--- config.mk ---
export PLATFORM = sky130hd
export DESIGN_NAME = store_align_unit_flat
export DESIGN_NICKNAME = d
export VERILOG_FILES = /design/src/rtl/store_align_unit_if.sv /design/src/rtl/store_align_unit.sv /design/src/flat_wrapper.sv
export SDC_FILE = /design/constraint.sdc
export NUM_CORES = 1
export LEC_CHECK = 0
export CORE_ASPECT_RATIO = 1.5
export CORE_UTILIZATION = 51
export DETAILED_ROUTE_END_ITERATION = 6
export PLACE_DENSITY = 0.8
export SYNTH_ARGS = -nofsm -noshare
export SYNTH_HDL_FRONTEND = slang
export SYNTH_SLANG_ARGS = --single-unit
--- constraint.sdc ---
create_clock -name i_clk -period 2.1 [get_ports i_clk]
set_input_delay 0.315 -clock i_clk [delete_from_list [all_inputs] [get_ports i_clk]]
set_output_delay 0.315 -clock i_clk [all_outputs]
set_load 0.1 [all_outputs]
--- src/rtl/store_align_unit_if.sv ---
// Store request / data-memory drain bundle for store_align_unit.
// The unit sits on the slave modport; the store source and memory model use master.
interface store_align_unit_if #(
  parameter int DEPTH = 2
);
  // Store request side
  logic                      st_valid;
  logic                      st_ready;
  logic [31:0]               st_addr;
  logic [31:0]               st_data;
  logic [2:0]                funct3;
  logic                      misalign;

  // Data-memory drain side
  logic                      dmem_req;
  logic                      dmem_ack;
  logic [31:0]               dmem_addr;
  logic [31:0]               dmem_wdata;
  logic [3:0]                dmem_mask;

  // Status
  logic                      empty;
  logic [$clog2(DEPTH):0]    count;

  modport slave (
    input  st_valid, st_addr, st_data, funct3, dmem_ack,
    output st_ready, misalign, dmem_req, dmem_addr, dmem_wdata, dmem_mask,
           empty, count
  );

  modport master (
    output st_valid, st_addr, st_data, funct3, dmem_ack,
    input  st_ready, misalign, dmem_req, dmem_addr, dmem_wdata, dmem_mask,
           empty, count
  );
endinterface

--- src/rtl/store_align_unit.sv ---
// Store alignment and buffering: formats SB/SH/SW requests into a word address,
// lane-replicated data and a byte mask, queues legal stores in a circular FIFO
// and drains them in order over a req/ack handshake. Illegal or misaligned
// stores are consumed and flagged with a one-cycle misalign pulse.
module store_align_unit #(
  parameter int DEPTH = 2
) (
  input  logic               i_clk,
  input  logic               i_rst_n,
  store_align_unit_if.slave  st_if
);

  localparam int PW = $clog2(DEPTH);
  localparam int CW = PW + 1;

  localparam logic [2:0] F3_SB = 3'b000;
  localparam logic [2:0] F3_SH = 3'b001;
  localparam logic [2:0] F3_SW = 3'b010;

  // Legality: halfwords need off[0]==0, words need off==0, other funct3 illegal.
  function automatic logic is_legal(input logic [2:0] f3, input logic [1:0] off);
    logic ok;
    case (f3)
      F3_SB:   ok = 1'b1;
      F3_SH:   ok = (off[0] == 1'b0);
      F3_SW:   ok = (off == 2'b00);
      default: ok = 1'b0;
    endcase
    return ok;
  endfunction

  // Byte-write mask for a store of the given size at the given byte offset.
  function automatic logic [3:0] fmt_mask(input logic [2:0] f3, input logic [1:0] off);
    logic [3:0] m;
    case (f3)
      F3_SB:   m = 4'b0001 << off;
      F3_SH:   m = off[1] ? 4'b1100 : 4'b0011;
      F3_SW:   m = 4'b1111;
      default: m = 4'b0000;
    endcase
    return m;
  endfunction

  // Write data replicated across every lane the store could target.
  function automatic logic [31:0] fmt_wdata(input logic [2:0] f3, input logic [31:0] d);
    logic [31:0] w;
    case (f3)
      F3_SB:   w = {4{d[7:0]}};
      F3_SH:   w = {2{d[15:0]}};
      F3_SW:   w = d;
      default: w = 32'h0000_0000;
    endcase
    return w;
  endfunction

  // Buffer state
  logic [29:0]   addr_q  [DEPTH];
  logic [31:0]   wdata_q [DEPTH];
  logic [3:0]    mask_q  [DEPTH];
  logic [PW-1:0] wr_ptr_q, wr_ptr_d;
  logic [PW-1:0] rd_ptr_q, rd_ptr_d;
  logic [CW-1:0] count_q,  count_d;
  logic          misalign_q, misalign_d;

  // Decoded request / drain events
  logic          full_s;
  logic          empty_s;
  logic          accept_s;
  logic          legal_s;
  logic          push_s;
  logic          pop_s;

  assign full_s   = (count_q == CW'(DEPTH));
  assign empty_s  = (count_q == {CW{1'b0}});
  assign accept_s = st_if.st_valid && !full_s;
  assign legal_s  = is_legal(st_if.funct3, st_if.st_addr[1:0]);
  assign push_s   = accept_s && legal_s;
  assign pop_s    = !empty_s && st_if.dmem_ack;

  // Next-state for pointers, occupancy and the misalign pulse.
  always_comb begin
    wr_ptr_d   = wr_ptr_q;
    rd_ptr_d   = rd_ptr_q;
    count_d    = count_q;
    misalign_d = accept_s && !legal_s;

    if (push_s) begin
      wr_ptr_d = wr_ptr_q + PW'(1);
    end else begin
      wr_ptr_d = wr_ptr_q;
    end

    if (pop_s) begin
      rd_ptr_d = rd_ptr_q + PW'(1);
    end else begin
      rd_ptr_d = rd_ptr_q;
    end

    // Simultaneous push and pop leaves occupancy unchanged.
    if (push_s && !pop_s) begin
      count_d = count_q + CW'(1);
    end else if (pop_s && !push_s) begin
      count_d = count_q - CW'(1);
    end else begin
      count_d = count_q;
    end
  end

  // Control state registers with asynchronous clear.
  always_ff @(posedge i_clk or negedge i_rst_n) begin
    if (!i_rst_n) begin
      wr_ptr_q   <= {PW{1'b0}};
      rd_ptr_q   <= {PW{1'b0}};
      count_q    <= {CW{1'b0}};
      misalign_q <= 1'b0;
    end else begin
      wr_ptr_q   <= wr_ptr_d;
      rd_ptr_q   <= rd_ptr_d;
      count_q    <= count_d;
      misalign_q <= misalign_d;
    end
  end

  // Entry storage: formatted store written at the tail on push.
  always_ff @(posedge i_clk or negedge i_rst_n) begin
    if (!i_rst_n) begin
      for (int i = 0; i < DEPTH; i++) begin
        addr_q[i]  <= 30'h0000_0000;
        wdata_q[i] <= 32'h0000_0000;
        mask_q[i]  <= 4'b0000;
      end
    end else if (push_s) begin
      addr_q[wr_ptr_q]  <= st_if.st_addr[31:2];
      wdata_q[wr_ptr_q] <= fmt_wdata(st_if.funct3, st_if.st_data);
      mask_q[wr_ptr_q]  <= fmt_mask(st_if.funct3, st_if.st_addr[1:0]);
    end
  end

  // Head entry drive; forced to zero whenever the buffer is empty.
  always_comb begin
    st_if.dmem_addr  = 32'h0000_0000;
    st_if.dmem_wdata = 32'h0000_0000;
    st_if.dmem_mask  = 4'b0000;
    if (!empty_s) begin
      st_if.dmem_addr  = {addr_q[rd_ptr_q], 2'b00};
      st_if.dmem_wdata = wdata_q[rd_ptr_q];
      st_if.dmem_mask  = mask_q[rd_ptr_q];
    end else begin
      st_if.dmem_addr  = 32'h0000_0000;
      st_if.dmem_wdata = 32'h0000_0000;
      st_if.dmem_mask  = 4'b0000;
    end
  end

  assign st_if.st_ready = !full_s;
  assign st_if.dmem_req = !empty_s;
  assign st_if.empty    = empty_s;
  assign st_if.count    = count_q;
  assign st_if.misalign = misalign_q;

endmodule

--- src/flat_wrapper.sv ---
// flat-port wrapper written by rule: the top's interface ports become plain ports
module store_align_unit_flat 
#(
  parameter int DEPTH = 2
)
  (i_clk, i_rst_n, st_if_st_valid, st_if_st_addr, st_if_st_data, st_if_funct3, st_if_dmem_ack, st_if_st_ready, st_if_misalign, st_if_dmem_req, st_if_dmem_addr, st_if_dmem_wdata, st_if_dmem_mask, st_if_empty, st_if_count);
  store_align_unit_if #(.DEPTH(DEPTH)) st_if_i ();
  input  logic i_clk;
  input  logic i_rst_n;
  input wire logic [$bits(st_if_i.st_valid)-1:0] st_if_st_valid;
  input wire logic [$bits(st_if_i.st_addr)-1:0] st_if_st_addr;
  input wire logic [$bits(st_if_i.st_data)-1:0] st_if_st_data;
  input wire logic [$bits(st_if_i.funct3)-1:0] st_if_funct3;
  input wire logic [$bits(st_if_i.dmem_ack)-1:0] st_if_dmem_ack;
  output wire logic [$bits(st_if_i.st_ready)-1:0] st_if_st_ready;
  output wire logic [$bits(st_if_i.misalign)-1:0] st_if_misalign;
  output wire logic [$bits(st_if_i.dmem_req)-1:0] st_if_dmem_req;
  output wire logic [$bits(st_if_i.dmem_addr)-1:0] st_if_dmem_addr;
  output wire logic [$bits(st_if_i.dmem_wdata)-1:0] st_if_dmem_wdata;
  output wire logic [$bits(st_if_i.dmem_mask)-1:0] st_if_dmem_mask;
  output wire logic [$bits(st_if_i.empty)-1:0] st_if_empty;
  output wire logic [$bits(st_if_i.count)-1:0] st_if_count;
  assign st_if_i.st_valid = st_if_st_valid;
  assign st_if_i.st_addr = st_if_st_addr;
  assign st_if_i.st_data = st_if_st_data;
  assign st_if_i.funct3 = st_if_funct3;
  assign st_if_i.dmem_ack = st_if_dmem_ack;
  assign st_if_st_ready = st_if_i.st_ready;
  assign st_if_misalign = st_if_i.misalign;
  assign st_if_dmem_req = st_if_i.dmem_req;
  assign st_if_dmem_addr = st_if_i.dmem_addr;
  assign st_if_dmem_wdata = st_if_i.dmem_wdata;
  assign st_if_dmem_mask = st_if_i.dmem_mask;
  assign st_if_empty = st_if_i.empty;
  assign st_if_count = st_if_i.count;
  store_align_unit #(.DEPTH(DEPTH)) u_core (.i_clk(i_clk), .i_rst_n(i_rst_n), .st_if(st_if_i));
endmodule
==> results of run 1 <==
Yosys cell counts:
cell type	n
xnor2_1	2
inv_1	2
nand2_1	3
mux2_4	40
xor2_1	3
o211a_1	1
clkbuf_1	14
nor3_1	1
nor4_2	1
a21o_1	16
nand2b_1	2
and2b_1	1
nor2_1	86
conb_1	1
mux2i_1	74
buf_2	9
dfrtp_1	137
buf_4	4
or2_2	1
ha_1	1
buf_1	3
a21oi_1	11
mux2_1	92
o21a_1	2
and2_1	8
nor2b_1	11
buf_6	9
a211oi_2	1
per-stage QoR:
| stage | hold slack [ns] | setup slack [ns] | cell area [µm²] | TNS [ns] | utilization |
|---|---|---|---|---|---|
| floorplan | 0.0194 | -0.195 | 7650 | -10.05 | - |
| global placement | 0.240 | -0.223 | 9930 | -23.46 | 0.762 |
| detailed placement | 0.244 | -0.275 | 9930 | -26.88 | 0.762 |
| CTS | 0.377 | -0.00633 | 10700 | -0.0146 | 0.819 |
| global route | 0.422 | -0.0452 | 10700 | -0.378 | 0.819 |
| finish | 0.374 | 0.00363 | 10700 | 0 | 0.819 |
flip-flops by register name (all words and copies together) (netlist names):
| signal | flops |
|---|---|
| u_core.mask_q | 8 |
| u_core.wr_ptr_q | 1 |
| u_core.rd_ptr_q | 1 |
| u_core.wdata_q | 64 |
| u_core.st_if.misalign | 1 |
| u_core.addr_q | 60 |
| u_core.st_if.count | 2 |
critical path, delay by kind of cell (launching register included):
kind	cells	cell delay, ns
DFF	1	0.47
and+or+nand+nor	2	0.35
buffers and inverters	4	0.54
timing repair:
action                                  CTS  global route
buffers inserted                          8             0
pin swaps                                 2            14
endpoints found under the setup margin   63            42
hold buffers                              1             0
gates resized for setup                   8             6
endpoints found under the hold margin    38             0
cloned                                    1             0
cell type report:
type,instances,area [µm²],area share
Inverter,2,20.0,0.00188
Clock inverter,12,119,0.0112
Sequential cell,137,3440,0.323
Tap cell,159,199,0.0187
Timing Repair Buffer,177,2570,0.241
Multi-Input combinational cell,359,3840,0.360
Clock buffer,20,467,0.0438
cell families after synthesis:
family | after synthesis
adders and majority gates | 1
buffers and inverters | 41
and+or+nand+nor | 114
xor gates and xnor gates | 5
DFF | 137
other | 1
AOI/OAI and AO/OA | 31
muxes | 206
worst min-delay path by stage:
stage / endpoint / slack (ns) / depth (start not counted)
after floorplan: u_core.addr_q[0] / 0.02 / 0
after global placement: u_core.addr_q[17] / 0.24 / 1
after detailed placement: u_core.addr_q[47] / 0.24 / 1
after CTS: u_core.addr_q[19] / 0.38 / 2
after global routing: u_core.addr_q[47] / 0.42 / 2
final: u_core.addr_q[19] / 0.37 / 2
routing by layer:
layer	GRT usage	share of wire	up-vias
li1	-	-	2155
met1	0.343	0.40	2400
met4	0.0906	0.017	0
met2	0.463	0.53	140
met3	0.0566	0.048	27
met5	0	0	-
==> impl_metrics.env, run 1 <==
export IMPL_syn_area_um2=6820
export IMPL_synth_top_family_by_area="multiplexers"
export IMPL_ioPinCount=145
export IMPL_drive_gt1_frac=0.426
export IMPL_r2r_start="u_core.st_if.count[0]"
export IMPL_required_ns=1.78
export IMPL_ys_ff_latch=137
export IMPL_routed_wl_mm=17.5
export IMPL_avgSynthCellArea_um2=12.7
export IMPL_start_kind="flop"
export IMPL_gp_congestion=0.840
export IMPL_synth_yosys_seq_area_share=0.502
export IMPL_dp_hpwl_mm=11.9
export IMPL_synthMuxAreaShare=0.348
export IMPL_path_class="reg -> out"
export IMPL_cp_common_cell="buf_12"
export IMPL_netlist_area_leader_share=0.502
export IMPL_synthCells=536
export IMPL_yosysTopAreaCell="dfrtp_1"
export IMPL_grtUsageTotal=0.273
export IMPL_finalWorstPathRequiredPeriod_ns=2.10
export IMPL_antenna_left=0
export IMPL_clkLatencyLatePin_ns=0.41
export IMPL_drt_iter0_drc=169
export IMPL_wl_per_cell_um=20.2
export IMPL_synth_simple_area_share=0.0728
export IMPL_path_max_fanout=8
export IMPL_rows=51
export IMPL_drv_slew=0
export IMPL_hold_class="in -> async"
export IMPL_grt_pass1_vias=5164
export IMPL_h_tree_depth=4
export IMPL_arrival_ns=1.78
export IMPL_drtPass1Iterations=4
export IMPL_critPathMaxStageDelay_ns=0.47
export IMPL_clk_pin_slew_ns=0.06
export IMPL_fin_skew_ns=0.0100
export IMPL_finalHoldViolCount=0
export IMPL_dieArea_um2=13900
export IMPL_tightest_slew_ns=0.844
export IMPL_yosysWarnings=0
export IMPL_path_cells="or2_4 > inv_12 > buf_12 > buf_16 > nor2_4 > buf_12"
export IMPL_via_per_inst=5.45
export IMPL_fillers=711
export IMPL_cts_tree="done"
export IMPL_antennaDiodeCount=0
export IMPL_cts_made_buffers=17
export IMPL_cp_slowest_cell="dfrtp_4"
export IMPL_layout_commonest_cell="dfrtp_1"
export IMPL_dieWidth_um=96.4
export IMPL_reg2reg_depth=7
export IMPL_rr_endpoint="u_core.wdata_q[19]"
export IMPL_die_y_um=144
export IMPL_port_buffer_count=142
export IMPL_synthAdderAreaFrac=0.00183
export IMPL_rsz0062_at_grt="yes"
export IMPL_antenna_found_initial=0
export IMPL_clock_path_buffers=2
export IMPL_cts_root_buf="clkbuf_16"
export IMPL_setup_viol=0
export IMPL_start_util=0.524
export IMPL_rrSetupSlack_ns=0.17
export IMPL_dp_cells=826
export IMPL_synthToLayoutAreaGrowth_pct=56.2
export IMPL_synth_compound_area_frac=0.0312
export IMPL_startpoint="u_core.st_if.count[1]"
export IMPL_nNetsFinal=766
export IMPL_grt_pass1_wl_mm=28.2
export IMPL_clkSinkCount=137
export IMPL_cap_violations=0
export IMPL_core_area_um2=13000
export IMPL_max_slew_margin=0.437
export IMPL_cp_end_kind="output port"
export IMPL_synth_cell_types=28
export IMPL_layout_common_cells="134 x dfrtp_1, 81 x buf_12, 80 x mux2_4"
export IMPL_post_route_period_util=0.998
export IMPL_stdcell_count=866
export IMPL_synth_xor_area_frac=0.00642
export IMPL_grt_overflow=0
export IMPL_fmax_ghz=0.477
export IMPL_outcome="finished clean"
export IMPL_drc=0
export IMPL_vias=4722
export IMPL_synthTopCellsByArea="dfrtp_1 50%, mux2_1 15%, mux2i_1 11%"
export IMPL_grt_max_degree=53
export IMPL_crit_path_end="st_if_dmem_wdata[24]"
Power of run 1 is left out: the tool's default activity adds up to more than one toggle a clock period on the data nets, which glitch-free logic cannot reach.
==> run 2: changes to the inputs <==
clock period = 2.3 ns   (was 2.1 ns; I/O delays follow)
==> impl_metrics.env, run 2 (synthesis gave the netlist of run 1 again) <==
export IMPL_outcome="finished clean"
export IMPL_h_tree_depth=4
export IMPL_synthToLayoutAreaGrowth_pct=52.9
export IMPL_antenna_left=0
export IMPL_finalSetupTns_ns=0
export IMPL_cap_violations=0
export IMPL_finalWorstPathRequiredPeriod_ns=2.22
export IMPL_stdcell_count=856
export IMPL_cts_tree="done"
export IMPL_nNetsFinal=757
export IMPL_clk_pin_slew_ns=0.06
export IMPL_dp_cells=823
export IMPL_regMostFlops="u_core.wdata_q"
export IMPL_setup_viol=0
export IMPL_grt_max_degree=58
export IMPL_drive_gt1_frac=0.349
export IMPL_placement_setup_worst_slack_ns=-0.141
export IMPL_grt_pass1_vias=5169
export IMPL_grtUsageTotal=0.260
export IMPL_start_kind="flop"
export IMPL_finalHoldViolCount=0
export IMPL_layout_common_cells="134 x dfrtp_1, 92 x mux2_1, 79 x buf_12"
export IMPL_max_slew_margin=0.461
export IMPL_required_ns=1.96
export IMPL_drtPass1Iterations=5
export IMPL_grt_overflow=0
export IMPL_post_route_period_util=0.966
export IMPL_hold_class="in -> async"
export IMPL_antennaDiodeCount=0
export IMPL_fillers=740
export IMPL_start_util=0.524
export IMPL_port_buffer_count=142
export IMPL_setup_ws_ns=0.0772
export IMPL_rows=51
export IMPL_dp_hpwl_mm=11.8
export IMPL_tightest_slew_ns=0.809
export IMPL_fmax_ghz=0.450
export IMPL_gp_congestion=0.845
export IMPL_largest_reg_flops=64
export IMPL_dieWidth_um=96.4
export IMPL_path_class="reg -> out"
export IMPL_routed_wl_mm=16.7
export IMPL_wl_per_cell_um=19.5
export IMPL_via_per_inst=5.52
export IMPL_grt_pass1_wl_mm=26.7
export IMPL_rsz0062_at_grt="no"
export IMPL_layout_commonest_cell="dfrtp_1"
export IMPL_vias=4725
export IMPL_antenna_found_initial=1
export IMPL_clkSinkCount=137
export IMPL_ioPinCount=145
export IMPL_finalHoldWorstSlack_ns=0.482
export IMPL_critPathMaxStageDelay_ns=0.62
export IMPL_cp_slowest_cell="dfrtp_4"
export IMPL_arrival_ns=1.88
export IMPL_path_cells="buf_12 > mux2i_1 > nor2_4 > buf_12"
export IMPL_cp_end_kind="output port"
export IMPL_drc=0
export IMPL_cts_made_buffers=17
export IMPL_cts_root_buf="clkbuf_16"
export IMPL_dieArea_um2=13900
export IMPL_fin_skew_ns=0.0126
export IMPL_drv_slew=0
export IMPL_reg_top3="u_core.wdata_q x64, u_core.addr_q x60, u_core.mask_q x8"
export IMPL_clock_path_buffers=2
export IMPL_clkLatencyLatePin_ns=0.41
export IMPL_cp_common_cell="buf_12"
export IMPL_die_y_um=144
export IMPL_drt_iter0_drc=130
export IMPL_path_max_fanout=17
export IMPL_core_area_um2=13000
==> run 2: changes by cell type in the layout (fill, tap and decap cells not counted), sizes merged <==
cell | before | now
clkinv | 7 | 5
bufinv | 1 | 5
clkbuf | 20 | 19
inv | 3 | 1
buf | 107 | 98
==> run 2: routing by layer <==
metal | GRT usage | up-vias | wire length (µm)
met2 | 0.437 | 160 | 8900
met1 | 0.319 | 2387 | 6630
met3 | 0.0614 | 25 | 814
met5 | 0 | - | 0
met4 | 0.102 | 0 | 324
li1 | - | 2153 | -
==> run 2: final timing paths <==
kind | startpoint | endpoint | slack [ns] | depth (start not counted)
max | u_core.rd_ptr_q | st_if_dmem_mask[3] | 0.08 | 4
min | i_rst_n | u_core.addr_q[18] | 0.48 | 2
max reg2reg | u_core.st_if.count[0] | u_core.addr_q[29] | 0.46 | 6
min reg2reg | u_core.addr_q[31] | u_core.addr_q[31] | 0.48 | 1
max in group asynchronous | i_rst_n | u_core.wdata_q[37] | 1.18 | 3
min in group i_clk | u_core.addr_q[31] | u_core.addr_q[31] | 0.48 | 1
==> run 2: layout make-up <==
type | instances | area, µm² | share of cell area
multi-input cells | 359 | 3660 | 0.351
repair buffers | 168 | 2480 | 0.238
clock inverters | 12 | 200 | 0.0192
flip-flops and latches | 137 | 3440 | 0.330
well taps | 159 | 199 | 0.0191
clock buffers | 19 | 433 | 0.0415
inverters | 2 | 20.0 | 0.00192
==> run 2: repair_timing <==
| action | 4_1_cts | 5_1_grt |
|---|---|---|
| hold buffers | 1 | 0 |
| setup endpoints to repair | 29 | 6 |
| endpoints found under the hold margin | 55 | 0 |
| buffers inserted | 1 | 0 |
| resized for setup | 3 | 2 |
==> run 2: metrics by stage <==
stage               instance area, µm²   util
floorplan                         7380      -
detailed placement                9750  0.749
finish                           10400  0.801
global placement                  9750  0.749
global route                     10400  0.801
CTS                              10400  0.800
==> run 2: critical path, delay by kind of cell, from the launching register on <==
kind	cells	cell delay (ns)
flip-flops	1	0.62
AND/OR/NAND/NOR	1	0.07
buffers and inverters	2	0.39
multiplexers	1	0.38
Power of run 2 is left out for the same reason.
==> run 3: changes to the inputs <==
CTS_CLUSTER_SIZE = 8   (was default)
HOLD_SLACK_MARGIN = 0.06   (was default)
==> results of run 3 <==
Same layout as run 2: the final DEF is identical, and so are final timing and power.
Power of run 3 is left out for the same reason.
